File: src/rtl/mips_pkg.sv
`default_nettype none
// ============================================================================
// Module  : mips_pkg
// Brief   : Shared widths, NOP encoding and fetch state type for the IF stage.
// Revision: 1.0 - initial release
// ============================================================================
package mips_pkg;

  localparam int PC_W   = 5;
  localparam int DATA_W = 32;
  localparam logic [DATA_W-1:0] NOP = 32'h0000_0000;

  typedef enum logic [1:0] {
    BOOT  = 2'd0,
    RUN   = 2'd1,
    FLUSH = 2'd2
  } fetch_state_t;

endpackage
`default_nettype wire

File: src/rtl/imem_ram.sv
`default_nettype none
// ============================================================================
// Module  : imem_ram
// Brief   : Instruction memory, synchronous write and asynchronous read.
// Revision: 1.0 - initial release
// ============================================================================
module imem_ram #(
  parameter int ADDR_W = mips_pkg::PC_W,
  parameter int DATA_W = mips_pkg::DATA_W
) (
  input  logic              clk,
  input  logic              i_we,
  input  logic [ADDR_W-1:0] i_waddr,
  input  logic [DATA_W-1:0] i_wdata,
  input  logic [ADDR_W-1:0] i_raddr,
  output logic [DATA_W-1:0] o_rdata
);

  localparam int DEPTH = 2 ** ADDR_W;

  logic [DATA_W-1:0] r_mem [DEPTH];

  // No reset: the program must survive a core reset.
  always_ff @(posedge clk) begin
    if (i_we) begin
      r_mem[i_waddr] <= i_wdata;
    end
  end

  assign o_rdata = r_mem[i_raddr];

endmodule
`default_nettype wire

File: src/rtl/mips_fetch_stage.sv
`default_nettype none
// ============================================================================
// Module  : mips_fetch_stage
// Brief   : PC, redirect/stall control and bubble insertion feeding IF/ID.
// Revision: 1.0 - initial release
// ============================================================================
module mips_fetch_stage #(
  parameter int                 PC_W   = mips_pkg::PC_W,
  parameter int                 DATA_W = mips_pkg::DATA_W,
  parameter logic [DATA_W-1:0]  NOP    = mips_pkg::NOP,
  parameter int                 CNT_W  = 16
) (
  input  logic              clk,
  input  logic              reset,
  input  logic              stall,
  input  logic              branch_taken,
  input  logic [PC_W-1:0]   branch_target,
  input  logic              jump,
  input  logic [PC_W-1:0]   jump_target,
  input  logic              imem_we,
  input  logic [PC_W-1:0]   imem_waddr,
  input  logic [DATA_W-1:0] imem_wdata,
  output logic [DATA_W-1:0] instruccion,
  output logic [PC_W-1:0]   PC_next,
  output logic              if_id_en,
  output logic              fetch_valid,
  output logic [CNT_W-1:0]  fetch_count
);

  import mips_pkg::*;

  fetch_state_t     r_state;
  logic [PC_W-1:0]  r_pc;
  logic [CNT_W-1:0] r_cnt;

  logic [PC_W-1:0]   w_pc_inc;
  logic [PC_W-1:0]   w_target;
  logic              w_redirect;
  logic              w_run;
  logic [DATA_W-1:0] w_rdata;

  imem_ram #(
    .ADDR_W (PC_W),
    .DATA_W (DATA_W)
  ) u_imem (
    .clk     (clk),
    .i_we    (imem_we),
    .i_waddr (imem_waddr),
    .i_wdata (imem_wdata),
    .i_raddr (r_pc),
    .o_rdata (w_rdata)
  );

  assign w_pc_inc   = r_pc + {{(PC_W-1){1'b0}}, 1'b1};
  assign w_redirect = jump | branch_taken;
  assign w_target   = jump ? jump_target : branch_target;

  // Redirects take effect from any state; BOOT and FLUSH otherwise last one cycle.
  always_ff @(posedge clk) begin
    if (!reset) begin
      r_pc    <= '0;
      r_state <= BOOT;
      r_cnt   <= '0;
    end else if (w_redirect) begin
      r_pc    <= w_target;
      r_state <= FLUSH;
    end else if (r_state == RUN) begin
      if (!stall) begin
        r_pc <= w_pc_inc;
        if (r_cnt != {CNT_W{1'b1}}) begin
          r_cnt <= r_cnt + {{(CNT_W-1){1'b0}}, 1'b1};
        end
      end
    end else begin
      r_state <= RUN;
    end
  end

  // Reset is applied combinationally here so IF/ID is flushed while held.
  assign w_run       = reset & (r_state == RUN);
  assign instruccion = w_run ? w_rdata : NOP;
  assign PC_next     = reset ? w_pc_inc : '0;
  assign fetch_valid = w_run;
  assign if_id_en    = ~stall | jump | branch_taken | ~reset;
  assign fetch_count = r_cnt;

endmodule
`default_nettype wire

File: config.mk
export PLATFORM = sky130hd
export DESIGN_NAME = mips_fetch_stage
export DESIGN_NICKNAME = d
export VERILOG_FILES = /design/src/rtl/mips_pkg.sv /design/src/rtl/imem_ram.sv /design/src/rtl/mips_fetch_stage.sv
export SDC_FILE = /design/constraint.sdc
export NUM_CORES = 1
export LEC_CHECK = 0
export ABC_AREA = 1
export CORE_MARGIN = 3
export CORE_UTILIZATION = 40
export CTS_CLUSTER_DIAMETER = 150
export DETAILED_ROUTE_END_ITERATION = 6
export PLACE_DENSITY_LB_ADDON = 0.2
export SLEW_MARGIN = 40
export SYNTH_ARGS = -nofsm -noshare
export SYNTH_HDL_FRONTEND = slang
export SYNTH_HIERARCHICAL = 1
export SYNTH_SLANG_ARGS = --single-unit
File: constraint.sdc
create_clock -name clk -period 3.4 [get_ports clk]
set_clock_uncertainty 0.2 [all_clocks]
set_input_delay 0.85 -clock clk [delete_from_list [all_inputs] [get_ports clk]]
set_output_delay 0.85 -clock clk [all_outputs]
set_load 0.005 [all_outputs]
==> reports/metrics.cfg, run 1 <==
[power_and_ir_drop]
powerDensity_nw_per_um2 = 542
p_leak_nw = 20.7
power_w = 0.0299
ir_worst_vdd_v = 0.000437

[timing]
worst_slew_pin_slew_ns = 0.507
maxSlewHeadroom_pct = 66.1
finalMaxSlewViolations = 0
fin_crit_sh_pct = 111
fin_crit_ns = 3.78
fmax_mhz = 264
final.setup.worst_slack_ns = -0.384
rsz0062_at_grt = true
tns_ns = -9.28
hold_viol = 0
setup_violations = 32

[cells_and_area]
instances_no_fill = 5679
nets = 4236
final_util_pct = 51.3
insertedDiodeCount = 0
multi_input_area_sq_um = 11600
final.fill_count = 9242
drive_gt1_share_pct = 21.5
register_area_sq_um = 31200
syn_to_final_growth_pct = 26.8

[worst_hold_path]
hold_depth = 3
min_from = fetch_count[10]$_SDFFE_PN0P_
worstHoldPathType = flop to flop
holdPathEnd = fetch_count[10]$_SDFFE_PN0P_

[synth]
synthesis.nets = 3860
synth-seq-cells = 1047
postSynth.asyncResetShare_pct = 0
synth.avg_cell_area_sq_um = 11.4
synth-edff-count = 1024
synth_top_area_cell = edfxtp_1
synth_commonest_cells = 1,500 x nand2_1, 1,024 x edfxtp_1, 796 x nand3_1, 97 x nor2_1, 87 x buf_2
syn-cell-area_sq_um = 43500
postSynthCellCount = 3805
synth-seq-area-share_pct = 71.7
post-synth-top-count-cell = nand2_1
synth.top_cell.area_share_pct = 70.7
synth_area_leaders = edfxtp_1 71%, nand2_1 13%, nand3_1 9.2%
yosys_warnings = 6
yosys.cell_types.count = 30
synth-main-ff-cell = edfxtp_1

[route]
wl_per_cell_um = 23.5
vias = 30300
drtIter0Drc = 3097
drc = 0
avgViaCountPerCell = 5.33
wl_um = 134000
drtAntennaViolNets = 0
drt-pass1-iter-count = 5

[floorplanning]
fp.dieArea_sq_um = 113000
rows = 120
start_util_pct = 40.5
io_pins = 108
core-area_sq_um = 108000
die_y_um = 336
die_w_um = 336

[global_route]
grt_max_degree = 49
overflow = 0
track_usage_pct = 22.6
grt_pass1_wl_um = 187000
grt_pass1_vias = 28300
antenna_found_initial = 1

[critical_path]
worstPathRequired_ns = 2.35
worstSetupPathType = flop to output port
critPathCaptureType = output port
start_kind = flop
worst_r2r_path_depth = 12
r2r-start = r_pc[0]$_SDFFE_PN0P_
arrival_ns = 2.73
path_max_fanout = 8
reg2reg_slack_ns = 1.30
regToRegEndpoint = r_pc[4]$_SDFFE_PN0P_

[clock_tree]
clk_latency_ns = 0.68
htree_num_levels = 3
cts_root_buffer = clkbuf_16
cts_tree = done
cts_buffers = 110
clk_pin_slew_ns = 0.06
clkSinkCount = 1047
cts_buffer_depth = 3
hold_buffers = 0

[status]
violations = negative setup slack
outcome = finished, violations left

[placement]
post-place-ws_ns = -0.198
portBuffers = 107
gp_congestion = 0.782
hpwl_um = 70700
place_inst = 5336

[run]
max-cap-violations = 0

-- cell usage in the layout (no fill, tap or decap), types with 3 or more instances in the layout --
cell type / n
edfxtp_1: 1024
a21oi_1: 11
buf_2: 24
nor2_1: 54
bufinv_16: 11
clkinv_16: 4
clkbuf_1: 20
nor2_2: 18
buf_6: 26
inv_2: 32
nand2_2: 115
buf_8: 18
nand3_2: 110
o22ai_1: 3
buf_16: 28
clkinv_1: 34
buf_4: 161
inv_1: 39
nor3_1: 3
nand2_4: 16
clkinv_2: 31
o21ai_0: 5
dfxtp_4: 4
dfxtp_1: 18
nand2_1: 1376
buf_12: 114
xor2_2: 3
clkbuf_2: 8
nand3_1: 690
clkbuf_16: 144
nor2_4: 37
clkdlybuf4s50_1: 70
-- where the power goes --
group          leakage, nW  total (W)  switching, W  internal, W
clock                 1.75     0.0119       0.00504      0.00683
sequential            9.41     0.0144     0.0000513       0.0143
combinational         9.48    0.00364       0.00221      0.00143
-- stage by stage --
step | hold WS (ns) | area [sq um]
after global placement | 0.342 | 48100
after detailed placement | 0.349 | 48100
after global routing | 0.387 | 55200
final | 0.358 | 55200
after floorplan | 0.310 | 43500
after CTS | 0.358 | 52700
-- sequential cells by signal, summed over array words and instances (netlist names) --
name and count:
r_pc 5, u_imem/r_mem 1024, fetch_count 16, r_state 2
-- cell type report --
| cell class | count | share of cell area, % |
|---|---|---|
| clock buffers | 131 | 5.17 |
| repair inverters | 2 | 0.109 |
| repair buffers | 488 | 12.0 |
| multi-input cells | 2448 | 21.0 |
| flip-flops and latches | 1047 | 56.6 |
| well taps | 1403 | 3.18 |
| inverters | 84 | 0.662 |
| clock inverters | 76 | 1.27 |
-- cell families (layout without fill, tap and decap cells) --
family / Yosys count / count (layout) / share of synthesized area, %
flops: 1047 / 1047 / 71.7
xor+xnor: 3 / 3 / 0.0604
buf+inv: 310 / 781 / 4.44
simple gates: 2420 / 2420 / 23.4
fa+ha+maj: 2 / 2 / 0.0575
compound gates: 23 / 23 / 0.293
-- timing repair --
item | in CTS | in global routing
gates cloned | 19 | 38
endpoints found under the setup margin | 37 | 35
setup buffers | 21 | 65
gates resized for setup | 178 | 371
pin swaps | 38 | 159
-- worst max path at each step --
stage / slack (ns) / startpoint / to
after detailed placement: -0.20 / reset / instruccion[25]
after CTS: -0.70 / r_pc[0]$_SDFFE_PN0P_ / instruccion[8]
after floorplan: 0.27 / imem_waddr[0] / u_imem/r_mem[8][0]$_DFFE_PP_
after global routing: -0.50 / r_pc[0]$_SDFFE_PN0P_ / instruccion[28]
final: -0.38 / r_pc[0]$_SDFFE_PN0P_ / instruccion[23]
after global placement: -0.21 / reset / instruccion[2]
-- worst max-delay path, cell delays in order (launching register included) --
cell             delay [ns]
dfxtp_4                0.37
buf_12                 0.14
buf_12                 0.13
clkinv_16              0.07
buf_16                 0.15
buf_12                 0.13
buf_4                  0.13
nand2_1                0.05
nand3_1                0.06
nand3_1                0.13
nand2_1                0.07
nand2_1                0.06
nand2_1                0.05
nand2_1                0.09
nand2_4                0.07
inv_2                  0.08
nor2_1                 0.05
clkdlybuf4s15_2        0.20
-- per-layer routing --
metal | share of wire (%) | track usage [%] | up-vias | wire [um]
met2 | 46 | 35.9 | 1278 | 61300
li1 | - | - | 13900 | -
met3 | 8.3 | 4.45 | 247 | 11200
met4 | 3.0 | 6.87 | 0 | 3980
met5 | 0 | 0 | - | 0
met1 | 43 | 31.7 | 14800 | 57300
Note: power is estimated with default switching activity, not from simulation.
==> run 2, diff against run 1 <==
--- a/config.mk
+++ b/config.mk
@@ -9,6 +9,7 @@
 export CORE_MARGIN = 3
 export CORE_UTILIZATION = 40
 export CTS_CLUSTER_DIAMETER = 150
+export CTS_CLUSTER_SIZE = 25
 export DETAILED_ROUTE_END_ITERATION = 6
 export PLACE_DENSITY_LB_ADDON = 0.2
 export SLEW_MARGIN = 40
==> run 2 against run 1 <==
  * The run still ends with negative setup slack left
  * Sequential share of layout area increased by 1.8 points
  * Register-to-register slack got worse by 0.03 ns
  * Hold slack improved by 0.0086 ns
  * First-iteration DRC count increased by 1.8%
  * Clock power decreased by 45%
  * Flip-flop and latch count unchanged
  * Global-route usage increased by 0.22 points
  * Non-clock buffer count increased by 12
  * Critical path depth unchanged
==> reports/metrics.cfg, run 2 (synthesis results as in run 1) <==
[cells_and_area]
final_common_cell = nand2_1
final.fill_count = 9451  ; +2.3%
largest_register_ffs = 1024  ; unchanged
final_util_pct = 49.7  ; -1.6 points
top_register = u_imem/r_mem
drive_gt1_share_pct = 21.9  ; +0.41 points
nets = 4186  ; -1.2%
final_design_area_no_fill_sq_um = 53500  ; -3.1%
layout_common_cells = 1,332 x nand2_1, 1,024 x edfxtp_1, 651 x nand3_1
syn_to_final_growth_pct = 22.8
insertedDiodeCount = 0  ; unchanged

[worst_hold_path]
worstHoldPathType = flop to flop

[floorplanning]
io_pins = 108  ; unchanged
fp.dieArea_sq_um = 113000  ; unchanged
core-area_sq_um = 108000  ; unchanged
rows = 120  ; unchanged
start_util_pct = 40.5  ; unchanged
die_y_um = 336  ; unchanged
die_w_um = 336  ; unchanged

[run]
max-cap-violations = 0  ; unchanged

[clock_tree]
clkSinkCount = 1047  ; unchanged
cts_root_buffer = clkbuf_16
htree_num_levels = 2  ; -1
clk_latency_ns = 0.65  ; -0.03 ns
cts_tree = done
cts_buffers = 47  ; -57%
clk_pin_slew_ns = 0.10  ; +0.04 ns
cts_buffer_depth = 3  ; unchanged
hold_buffers = 0  ; unchanged

[critical_path]
worstPathRequired_ns = 2.35  ; about the same
path_max_fanout = 7  ; -1
arrival_ns = 2.72  ; about the same
critPathCaptureType = output port
start_kind = flop
worstSetupPathType = flop to output port

[route]
drtAntennaViolNets = 0  ; unchanged
vias = 30000  ; -1.0%
avgViaCountPerCell = 5.39  ; +1.2%
drt-pass1-iter-count = 5  ; unchanged
wl_um = 133000  ; -0.81%
drc = 0  ; unchanged
wl_per_cell_um = 23.9  ; +1.4%
drtIter0Drc = 3152  ; +1.8%

[timing]
final.setup.worst_slack_ns = -0.370  ; +0.0145 ns
rsz0062_at_grt = true
maxSlewHeadroom_pct = 66.5  ; +0.36 points
fin_crit_sh_pct = 111  ; -0.43 points
setup_violations = 32  ; unchanged
hold_viol = 0  ; unchanged
fmax_mhz = 265  ; +0.38%
finalMaxSlewViolations = 0  ; unchanged
tns_ns = -8.56  ; +0.716 ns
worst_slew_pin_slew_ns = 0.501  ; -0.00542 ns
fin_crit_ns = 3.77  ; -0.0145 ns

[placement]
gp_congestion = 0.782  ; unchanged
portBuffers = 107  ; unchanged
hpwl_um = 70700  ; unchanged
post-place-ws_ns = -0.198  ; unchanged
dpl_cell_area_sq_um = 48100  ; unchanged

[global_route]
grtUsageMet2_pct = 37.0  ; +1.1 points
grt_pass1_vias = 28200  ; -0.24%
grt_pass1_wl_um = 190000  ; +1.5%
overflow = 0  ; unchanged
grt-busiest-layer = met2
grtUsageMet3_pct = 2.97  ; -1.5 points
use_met1_pct = 33.0  ; +1.3 points
antenna_found_initial = 0  ; -1
track_usage_pct = 22.9  ; +0.22 points
grt_max_degree = 49  ; unchanged

[power_and_ir_drop]
ir_worst_vdd_v = 0.000421  ; -3.6%
powerDensity_nw_per_um2 = 461  ; -15%
power_w = 0.0246  ; -18%
p_leak_nw = 19.7  ; -4.6%

[status]
violations = negative setup slack
outcome = finished, violations left

==> run 2: cell count changes in the layout (fill, tap and decap cells not counted), moves of 5 or more <==
cell,previous run,this run
clkinv_2,31,2
bufinv_16,11,0
clkbuf_16,144,66
nand2_1,1376,1332
clkbuf_2,8,2
buf_16,28,41
nand2_2,115,159
buf_6,26,38
buf_2,24,34
clkinv_1,34,7
buf_4,161,153
buf_12,114,119
nand3_2,110,147
nand3_1,690,651
==> run 2: cell type report <==
cell class	count	area [sq um]	share of cell area, %
inverters	84	370	0.693
repair inverters	3	60.1	0.112
clock buffers	66	1250	2.33
repair buffers	500	6830	12.8
well taps	1403	1760	3.28
multi-input cells	2448	11900	22.3
flip-flops and latches	1047	31200	58.4
clock inverters	3	37.5	0.0702
==> run 2: through the flow <==
stage,instances,hold WS (ns)
after floorplan,3805,0.310
after global placement,5336,0.342
after detailed placement,5336,0.349
after CTS,5526,0.365
after global routing,5554,0.394
final,5554,0.367
==> run 2: path summary, 6_finish.rpt <==
check,depth (start not counted),start,slack (ns),endpoint
hold / removal,2,fetch_count[13]$_SDFFE_PN0P_,0.37,fetch_count[13]$_SDFFE_PN0P_
hold reg to reg,2,fetch_count[13]$_SDFFE_PN0P_,0.37,fetch_count[13]$_SDFFE_PN0P_
setup reg to reg,12,r_pc[0]$_SDFFE_PN0P_,1.27,r_pc[4]$_SDFFE_PN0P_
setup / recovery,17,r_pc[0]$_SDFFE_PN0P_,-0.37,instruccion[4]
==> run 2: what timing repair did <==
item	in CTS	in global routing
setup endpoints to repair	37	36
buffers inserted	84	24
gates cloned	39	19
resized for setup	435	273
pin swaps	159	217
==> run 2: metal layers <==
layer,vias up,wire length (um)
met5,-,0
met4,0,2760
met3,167,9670
li1,13700,-
met2,1153,62200
met1,14900,58100
==> run 2: worst max-delay path: stages (launching register included) <==
cell and delay, ns:
dfxtp_4 0.40, buf_16 0.20, buf_12 0.16, buf_12 0.12, buf_12 0.11, buf_12 0.10, buf_16 0.12, nand2_2 0.05
nand3_2 0.07, nand3_2 0.08, nand2_1 0.08, nand2_1 0.04, nand2_1 0.06, nand2_1 0.05, nand2_2 0.13, inv_2 0.05
nor2_2 0.09, buf_2 0.11
==> run 2: power breakdown <==
part	internal (W)	switching [W]
Sequential	0.0143	0.0000526
Combinational	0.00149	0.00226
Clock	0.00259	0.00393
Total	0.0184	0.00624
